[config.mk]
export PLATFORM = sky130hd
export DESIGN_NAME = spimem_arbiter
export DESIGN_NICKNAME = d
export VERILOG_FILES = /design/src/rtl/spimem_arbiter.sv
export SDC_FILE = /design/constraint.sdc
export NUM_CORES = 1
export LEC_CHECK = 0
export BUFFER_PORTS_ARGS = -buffer_cell sky130_fd_sc_hd__buf_2
export CAP_MARGIN = 25
export CORE_UTILIZATION = 41
export CTS_CLUSTER_SIZE = 10
export DETAILED_ROUTE_END_ITERATION = 10
export GPL_TIMING_DRIVEN = 1
export PLACE_DENSITY = 0.87
export RECOVER_POWER = 25
export SLEW_MARGIN = 20
export SYNTH_ARGS = -nofsm -noshare
export SYNTH_HDL_FRONTEND = slang
export SYNTH_SLANG_ARGS = --single-unit
export TNS_END_PERCENT = 50
[constraint.sdc]
create_clock -name clk -period 2.44 [get_ports clk]
set_clock_uncertainty 0.05 [all_clocks]
set_input_delay 0.122 -clock clk [delete_from_list [all_inputs] [get_ports clk]]
set_output_delay 0.122 -clock clk [all_outputs]
set_load 0.02 [all_outputs]
[src/rtl/spimem_arbiter.sv]
// rtl/spimem_arbiter.sv - two-requester (video priority, CPU anti-starvation) arbiter for the SPI/QPI RAM read master
module spimem_arbiter #(
    parameter int STARVE_LIMIT = 4,
    parameter int CNT_W        = 3
) (
    input  logic        clk,
    input  logic        reset,
    input  logic        vid_do_read,
    input  logic [23:0] vid_addr,
    output logic        vid_next_byte,
    output logic [31:0] vid_rdata,
    output logic        vid_is_idle,
    input  logic        cpu_do_read,
    input  logic [23:0] cpu_addr,
    output logic        cpu_next_byte,
    output logic [31:0] cpu_rdata,
    output logic        cpu_is_idle,
    output logic        m_do_read,
    output logic [23:0] m_addr,
    input  logic        m_next_byte,
    input  logic [31:0] m_rdata,
    input  logic        m_is_idle,
    output logic        grant_vid,
    output logic        grant_cpu
);

    typedef enum logic [1:0] {IDLE, BURST, DRAIN} state_t;

    localparam logic [CNT_W-1:0] LIMIT = CNT_W'(STARVE_LIMIT);

    state_t             state, state_nxt;
    logic               owner_cpu, owner_cpu_nxt;
    logic               m_do_read_nxt;
    logic [23:0]        m_addr_nxt;
    logic [CNT_W-1:0]   cnt, cnt_nxt;
    logic               pick_cpu;
    logic               owner_req;
    logic               busy;

    assign owner_req = owner_cpu ? cpu_do_read : vid_do_read;
    assign busy      = (state != IDLE);

    always_ff @(posedge clk) begin
        if (reset) begin
            state     <= IDLE;
            owner_cpu <= 1'b0;
            m_do_read <= 1'b0;
            m_addr    <= '0;
            cnt       <= '0;
        end else begin
            state     <= state_nxt;
            owner_cpu <= owner_cpu_nxt;
            m_do_read <= m_do_read_nxt;
            m_addr    <= m_addr_nxt;
            cnt       <= cnt_nxt;
        end
    end

    always_comb begin
        state_nxt     = state;
        owner_cpu_nxt = owner_cpu;
        m_do_read_nxt = m_do_read;
        m_addr_nxt    = m_addr;
        cnt_nxt       = cnt;
        pick_cpu      = 1'b0;
        case (state)
            IDLE: begin
                m_do_read_nxt = 1'b0;
                if (m_is_idle && (vid_do_read || cpu_do_read)) begin
                    // Video wins ties unless the CPU has already lost STARVE_LIMIT in a row
                    pick_cpu      = cpu_do_read && (!vid_do_read || cnt == LIMIT);
                    state_nxt     = BURST;
                    owner_cpu_nxt = pick_cpu;
                    m_do_read_nxt = 1'b1;
                    m_addr_nxt    = pick_cpu ? cpu_addr : vid_addr;
                    if (pick_cpu || !cpu_do_read)
                        cnt_nxt = '0;
                    else if (cnt != LIMIT)
                        cnt_nxt = cnt + CNT_W'(1);
                end
            end
            BURST: begin
                m_do_read_nxt = owner_req;
                if (!owner_req)
                    state_nxt = DRAIN;
            end
            DRAIN: begin
                m_do_read_nxt = 1'b0;
                if (m_is_idle)
                    state_nxt = IDLE;
            end
            default: begin
                state_nxt     = IDLE;
                m_do_read_nxt = 1'b0;
            end
        endcase
    end

    // Routing follows the owner through DRAIN so a byte landing on release is not lost
    assign grant_vid     = busy && !owner_cpu;
    assign grant_cpu     = busy && owner_cpu;
    assign vid_rdata     = m_rdata;
    assign cpu_rdata     = m_rdata;
    assign vid_next_byte = grant_vid && m_next_byte;
    assign cpu_next_byte = grant_cpu && m_next_byte;
    assign vid_is_idle   = busy ? (grant_vid && m_is_idle) : m_is_idle;
    assign cpu_is_idle   = busy ? (grant_cpu && m_is_idle) : m_is_idle;

endmodule

==> results of run 1 <==
## layer usage
| metal | GRT usage [%] | part of all wire (%) |
|---|---|---|
| met3 | 6.39 | 8.4 |
| met2 | 29.6 | 50 |
| met4 | 4.58 | 0.95 |
| met1 | 19.4 | 41 |
| met5 | 0 | 0 |
## power groups by stage
stage | combinational [uW] | sequential [uW] | clock, uW
2_1_floorplan | 336 | 635 | 0
3_3_place_gp | 331 | 584 | 0
3_5_place_dp | 341 | 585 | 0
4_1_cts | 342 | 575 | 385
5_1_grt | 374 | 580 | 405
6_report | 339 | 575 | 366
## cell type report
| class | instances | area [um2] | share of cell area [%] |
|---|---|---|---|
| Multi-Input combinational cell | 134 | 807 | 39.5 |
| Clock buffer | 6 | 72.6 | 3.55 |
| Tap cell | 67 | 83.8 | 4.11 |
| Timing Repair Buffer | 88 | 450 | 22.1 |
| Sequential cell | 31 | 621 | 30.4 |
| Inverter | 2 | 7.51 | 0.368 |
## worst max-delay path by stage
| stage | start | endpoint | depth (start not counted) |
|---|---|---|---|
| final | cnt[0] | m_addr[5] | 6 |
| after global routing | cnt[0] | m_addr[5] | 6 |
| after CTS | cnt[0] | m_addr[5] | 6 |
| after detailed placement | cnt[0] | m_addr[21] | 6 |
| after global placement | cnt[0] | m_addr[15] | 6 |
| after floorplan | cnt[0] | m_addr[15] | 8 |
## critical path: cells and delay by family, from the launching register on
kind	cells	cell delay (ps)
and+or+nand+nor	1	730
DFF	1	330
AOI/OAI and AO/OA	3	590
adders and majority gates	1	170
buffers and inverters	1	80
## Yosys cell counts
| cell | number | area [um2] |
|---|---|---|
| a211oi_2 | 16 | 200 |
| clkbuf_1 | 3 | 11.3 |
| a22oi_1 | 1 | 7.51 |
| buf_2 | 2 | 10.0 |
| nand4_1 | 3 | 18.8 |
| nor2_1 | 28 | 105 |
| buf_4 | 65 | 488 |
| nor3b_1 | 1 | 7.51 |
| and2_1 | 3 | 18.8 |
| buf_6 | 7 | 78.8 |
| nand2_1 | 30 | 113 |
| or3_4 | 1 | 11.3 |
| a21bo_2 | 1 | 10.0 |
| o21ai_2 | 1 | 8.76 |
| inv_1 | 2 | 7.51 |
| a21oi_1 | 30 | 150 |
| ha_1 | 2 | 25.0 |
| a21boi_0 | 1 | 7.51 |
| a211oi_1 | 8 | 60.1 |
| dfxtp_1 | 31 | 621 |
| mux2_2 | 1 | 11.3 |
| nor3_4 | 1 | 16.3 |
| o21ai_1 | 1 | 5.00 |
| nor2b_1 | 5 | 31.3 |
## state kept, by name, summed over array words and instances (netlist names)
register   flops
m_addr        24
cnt            3
state          2
m_do_read      1
owner_cpu      1
## stage by stage
stage / power, uW / area, um2 / hold slack [ps] / utilization [%] / std cells
4_1_cts: 1300 / 2040 / 31.1 / 43.2 / 328
3_3_place_gp: 915 / 1970 / 194 / 41.7 / 322
2_1_floorplan: 972 / 2020 / 145 / - / 244
3_5_place_dp: 927 / 1970 / 194 / 41.7 / 322
6_report: 1280 / 2040 / 38.4 / 43.2 / 328
5_1_grt: 1360 / 2040 / 44.8 / 43.2 / 328
## cells by family (layout without fill, tap and decap cells)
| logic type | Yosys count | in the layout | synth area share [%] |
|---|---|---|---|
| mux | 1 | 1 | 0.557 |
| compound gates | 59 | 59 | 22.2 |
| buf+inv | 79 | 96 | 29.4 |
| fa+ha+maj | 2 | 2 | 1.24 |
| simple gates | 72 | 72 | 15.9 |
| flops | 31 | 31 | 30.7 |
==> out/metrics.yaml, run 1 <==
worst_hold_path:
  hold_path_class: "in -> reg"
  hold_path_depth: 3
  holdCritStartpoint: "vid_addr[3]"
  min_to: "m_addr[3]"
clock_network:
  ctsResizeCount: 0
  post_cts_buffers: 0
  hold_buffers: 0
  clkTransAtPathRegs_ps: 70
  clkLatencyLatePin_ps: 280
  numClockSinks: 31
  cts_tree: "yes"
  cts_buffer_depth: 2
  cts_made_buffers: 5
  cts-root-buf: "clkbuf_8"
  htree_levels: 2
final_layout:
  layout-area-overhead-vs-synth_pct: 0.928
  final_cell_mix: "buf_2, dfxtp_1, nand2_1, a21oi_1, nor2_1"
  fillerInstances: 461
  drive_gt1_share_pct: 43.7
  finalNetCount: 350
  layout_commonest_cell: "buf_2"
  antenna_cells: 0
grt:
  grt_pass1_wl_mm: 6.89
  grt_usage_pct: 17.0
  grt_overflow: 0
  grt_pass1_vias: 1502
  antenna_found_initial: 0
  grt_start_max_net_pins: 32
logic_synthesis:
  ys_seq_area_share_pct: 30.7
  ys_ff_latch: 31
  netlist_area_mm2: 0.00202
  yosys_warnings: 0
  syn_inst: 244
  ys_types: 24
  syn_nets: 332
  avgSynthCellArea_um2: 8.29
die:
  io_pins: 181
  start_util_pct: 42.8
  core-area_mm2: 0.00472
  die_h_um: 72.2
  dieArea_mm2: 0.00522
  die_w_um: 72.2
  core.rowCount: 25
power:
  power_frac_comb_pct: 26.5
  power.density_mw_per_mm2: 627
  pwr-share-seq_pct: 44.9
  p_sw_uw: 407
  leakagePower_uw: 0.000964
  ir_drop_mv: 0.256
  internal_power_uw: 873
  p_clk_share_pct: 28.6
  p_sw_share_pct: 31.8
placed_design:
  post-place-ws_ps: 380
  portBuffers: 84
  hpwlAfterDp_mm: 3.25
  gp_congestion: 0.677
timing:
  finalCritPeriodShare_pct: 84.9
  layout_setup_ws_ps: 370
  clock.fmax_ghz: 0.483
  period_minus_slack_ps: 2070
  worstMarginPinSlew_ps: 919
  hold_violations: 0
  rsz0062_at_grt: "no"
  setup_tns_ps: 0
  finalMaxSlewViolations: 0
  relSlewSlack_pct: 38.7
  setup_viol: 0
route:
  dr_total_vias: 1613
  firstDrtPassIters: 4
  drc: 0
  wirelength_mm: 4.42
  via_per_inst: 4.92
  drtIter0Drc: 60
  drtAntennaViolNets: 0
  wl_per_cell_um: 13.5
setup_path:
  worstSetupEndpointType: "flop"
  cp_slowest_stage_delay_ps: 730
  crit_chain: "inv_1 > ha_1 > a21bo_2 > and2_1 > a21oi_1 > a211oi_1"
  r2r-end: "m_addr[5]"
  reg2reg_slack_ps: 370
  path_class: "reg -> reg"
  slowest_stage: "and2_1"
  reg2reg_depth: 6
  cp_max_fo: 25
  r2r-start: "cnt[0]"
  required_ps: 2570
  cp.arrival_ps: 2200
  start_kind: "flop"
outcome:
  outcome: "complete, no violations"
flow_run:
  drv_cap: 0
Note: power is estimated with default switching activity, not from simulation.
==> inputs of run 2 (changes only) <==
--- a/config.mk
+++ b/config.mk
@@ -7,11 +7,11 @@
 export LEC_CHECK = 0
 export BUFFER_PORTS_ARGS = -buffer_cell sky130_fd_sc_hd__buf_2
 export CAP_MARGIN = 25
-export CORE_UTILIZATION = 41
+export CORE_UTILIZATION = 34
 export CTS_CLUSTER_SIZE = 10
 export DETAILED_ROUTE_END_ITERATION = 10
 export GPL_TIMING_DRIVEN = 1
-export PLACE_DENSITY = 0.87
+export PLACE_DENSITY = 0.77
 export RECOVER_POWER = 25
 export SLEW_MARGIN = 20
 export SYNTH_ARGS = -nofsm -noshare
==> constraint.sdc (replaced) <==
create_clock -name clk -period 1.9 [get_ports clk]
set_clock_uncertainty 0.05 [all_clocks]
set_input_delay 0.095 -clock clk [delete_from_list [all_inputs] [get_ports clk]]
set_output_delay 0.095 -clock clk [all_outputs]
set_load 0.02 [all_outputs]
==> run 2 against run 1 <==
Compared with the run above:
- critical path depth up 1
- worst setup slack got worse by 140 ps
- global-route usage down 3.0 points
- critical endpoint is now m_addr[16]
==> out/metrics.yaml, run 2 (synthesized netlist as in run 1, its figures left out) <==
outcome:
  outcome: "complete, no violations"
final_layout:
  drive_gt1_share_pct: 44.2  # +0.47 points
  reg.largest.list: "m_addr x24, cnt x3, state x2"
  final_cell_mix: "buf_2, dfxtp_1, nand2_1, a21oi_1, nor2_1"
  multi_input_area_um2: 807  # unchanged
  antenna_cells: 0  # unchanged
  fillerInstances: 592  # +28%
  finalNetCount: 352  # +0.57%
  layout_commonest_cell: "buf_2"
  layout-area-overhead-vs-synth_pct: 3.46
  top_register: "m_addr"
  ff_latch_area_um2: 621  # unchanged
  largest_register_ff_count: 24  # unchanged
setup_path:
  reg2reg_slack_ps: 230  # -140 ps
  path_class: "reg -> reg"
  start_kind: "flop"
  worstSetupStartpoint: "cnt[0]"
  required_ps: 1980  # -590 ps
  worstSetupEndpointType: "flop"
  r2r-end: "m_addr[16]"
  reg2reg_depth: 7  # +1
  r2r-start: "cnt[0]"
  cp_max_fo: 12  # -52%
  cp.arrival_ps: 1760  # -440 ps
timing:
  rsz0062_at_grt: "no"
  setup_tns_ps: 0  # unchanged
  finalCritPeriodShare_pct: 88.2  # +3.3 points
  setup_viol: 0  # unchanged
  hold_ws_ps: 12.4  # -26.0 ps
  hold_violations: 0  # unchanged
  finalMaxSlewViolations: 0  # unchanged
  clock.fmax_ghz: 0.597  # +24%
  worstMarginPinSlew_ps: 777  # -142 ps
  period_minus_slack_ps: 1670  # -395 ps
  relSlewSlack_pct: 48.2  # +9.5 points
clock_network:
  clkLatencyLatePin_ps: 280  # about the same
  cts_tree: "yes"
  clkTransAtPathRegs_ps: 60  # about the same
  cts_made_buffers: 5  # unchanged
  numClockSinks: 31  # unchanged
  cts-root-buf: "clkbuf_8"
  cts_buffer_depth: 2  # unchanged
  htree_levels: 2  # unchanged
route:
  drtIter0Drc: 33  # -45%
  dr_total_vias: 1630  # +1.1%
  firstDrtPassIters: 4  # unchanged
  wl_per_cell_um: 12.8  # -4.8%
  drc: 0  # unchanged
  via_per_inst: 4.84  # -1.6%
  wirelength_mm: 4.32  # -2.2%
  drtAntennaViolNets: 0  # unchanged
die:
  core.rowCount: 27  # +8.0%
  die_w_um: 79.1  # +9.5%
  start_util_pct: 36.1  # -6.8 points
  core-area_mm2: 0.00561  # +19%
  dieArea_mm2: 0.00626  # +20%
  io_pins: 181  # unchanged
  die_h_um: 79.1  # +9.5%
power:
  power.density_mw_per_mm2: 831  # +33%
  finalPower_uw: 1740  # +36%
  ir_drop_mv: 0.322  # +26%
  leakagePower_uw: 0.000988  # +2.5%
worst_hold_path:
  min_to: "m_addr[2]"
  hold_path_class: "in -> reg"
  hold_path_depth: 3  # unchanged
  holdCritStartpoint: "vid_addr[2]"
grt:
  grt_usage_pct: 13.9  # -3.0 points
  grt_overflow: 0  # unchanged
  grt_pass1_wl_mm: 6.81  # -1.2%
  antenna_found_initial: 0  # unchanged
  grt_start_max_net_pins: 32  # unchanged
  grt_pass1_vias: 1504  # +0.13%
placed_design:
  gp_congestion: 0.715  # +5.6%
  portBuffers: 84  # unchanged
  hpwlAfterDp_mm: 3.12  # -4.0%
flow_run:
  drv_cap: 0  # unchanged
-- run 2: changes by cell type in the layout (fill, tap and decap cells not counted) --
cell / before / now
clkbuf_8: 5 / 7
dlygate4sd3_1: 0 / 1
buf_4: 4 / 5
-- run 2: routing by layer --
layer	global-route usage, %	part of all wire (%)	vias up
li1	-	-	794
met1	14.8	41	739
met2	24.7	49	78
met3	4.71	8.1	19
met4	6.55	2.3	0
met5	0	0	-
-- run 2: how the worst max path moves through the flow --
stage | endpoint | cells past startpoint
floorplan | m_addr[15] | 8
global placement | m_addr[20] | 7
finish | m_addr[16] | 7
detailed placement | m_addr[21] | 7
CTS | m_addr[21] | 7
global route | m_addr[13] | 7
-- run 2: final cells by class --
| class | count | share of cell area, % |
|---|---|---|
| Clock buffer | 8 | 4.78 |
| Inverter | 2 | 0.359 |
| Multi-Input combinational cell | 134 | 38.6 |
| Sequential cell | 31 | 29.6 |
| Tap cell | 72 | 4.30 |
| Timing Repair Buffer | 90 | 22.4 |
-- run 2: worst max-delay path, stage by stage (launching register included) --
cell	delay, ps
dfxtp_1	350
inv_1	70
ha_1	200
a21bo_2	230
and2_1	160
buf_4	180
a21oi_1	200
a211oi_2	90
-- run 2: per-stage QoR --
stage	instances	util [%]	setup slack [ps]	instance area (um2)
3_5_place_dp	328	35.4	229	1980
4_1_cts	337	37.3	228	2090
2_1_floorplan	244	-	278	2020
5_1_grt	337	37.3	118	2090
3_3_place_gp	328	35.4	281	1980
6_report	337	37.3	225	2090
-- run 2: where the power goes --
| part | internal (uW) | switching, uW | total (uW) |
|---|---|---|---|
| Combinational | 171 | 265 | 436 |
| Sequential | 708 | 30.7 | 738 |
| Clock | 330 | 235 | 565 |
| Total | 1210 | 531 | 1740 |
-- run 2: repair_timing --
item | in CTS | in global routing
hold buffers | 1 | 0
endpoints found under the hold margin | 1 | 0
resized for setup | 0 | 0
setup buffers | 0 | 0
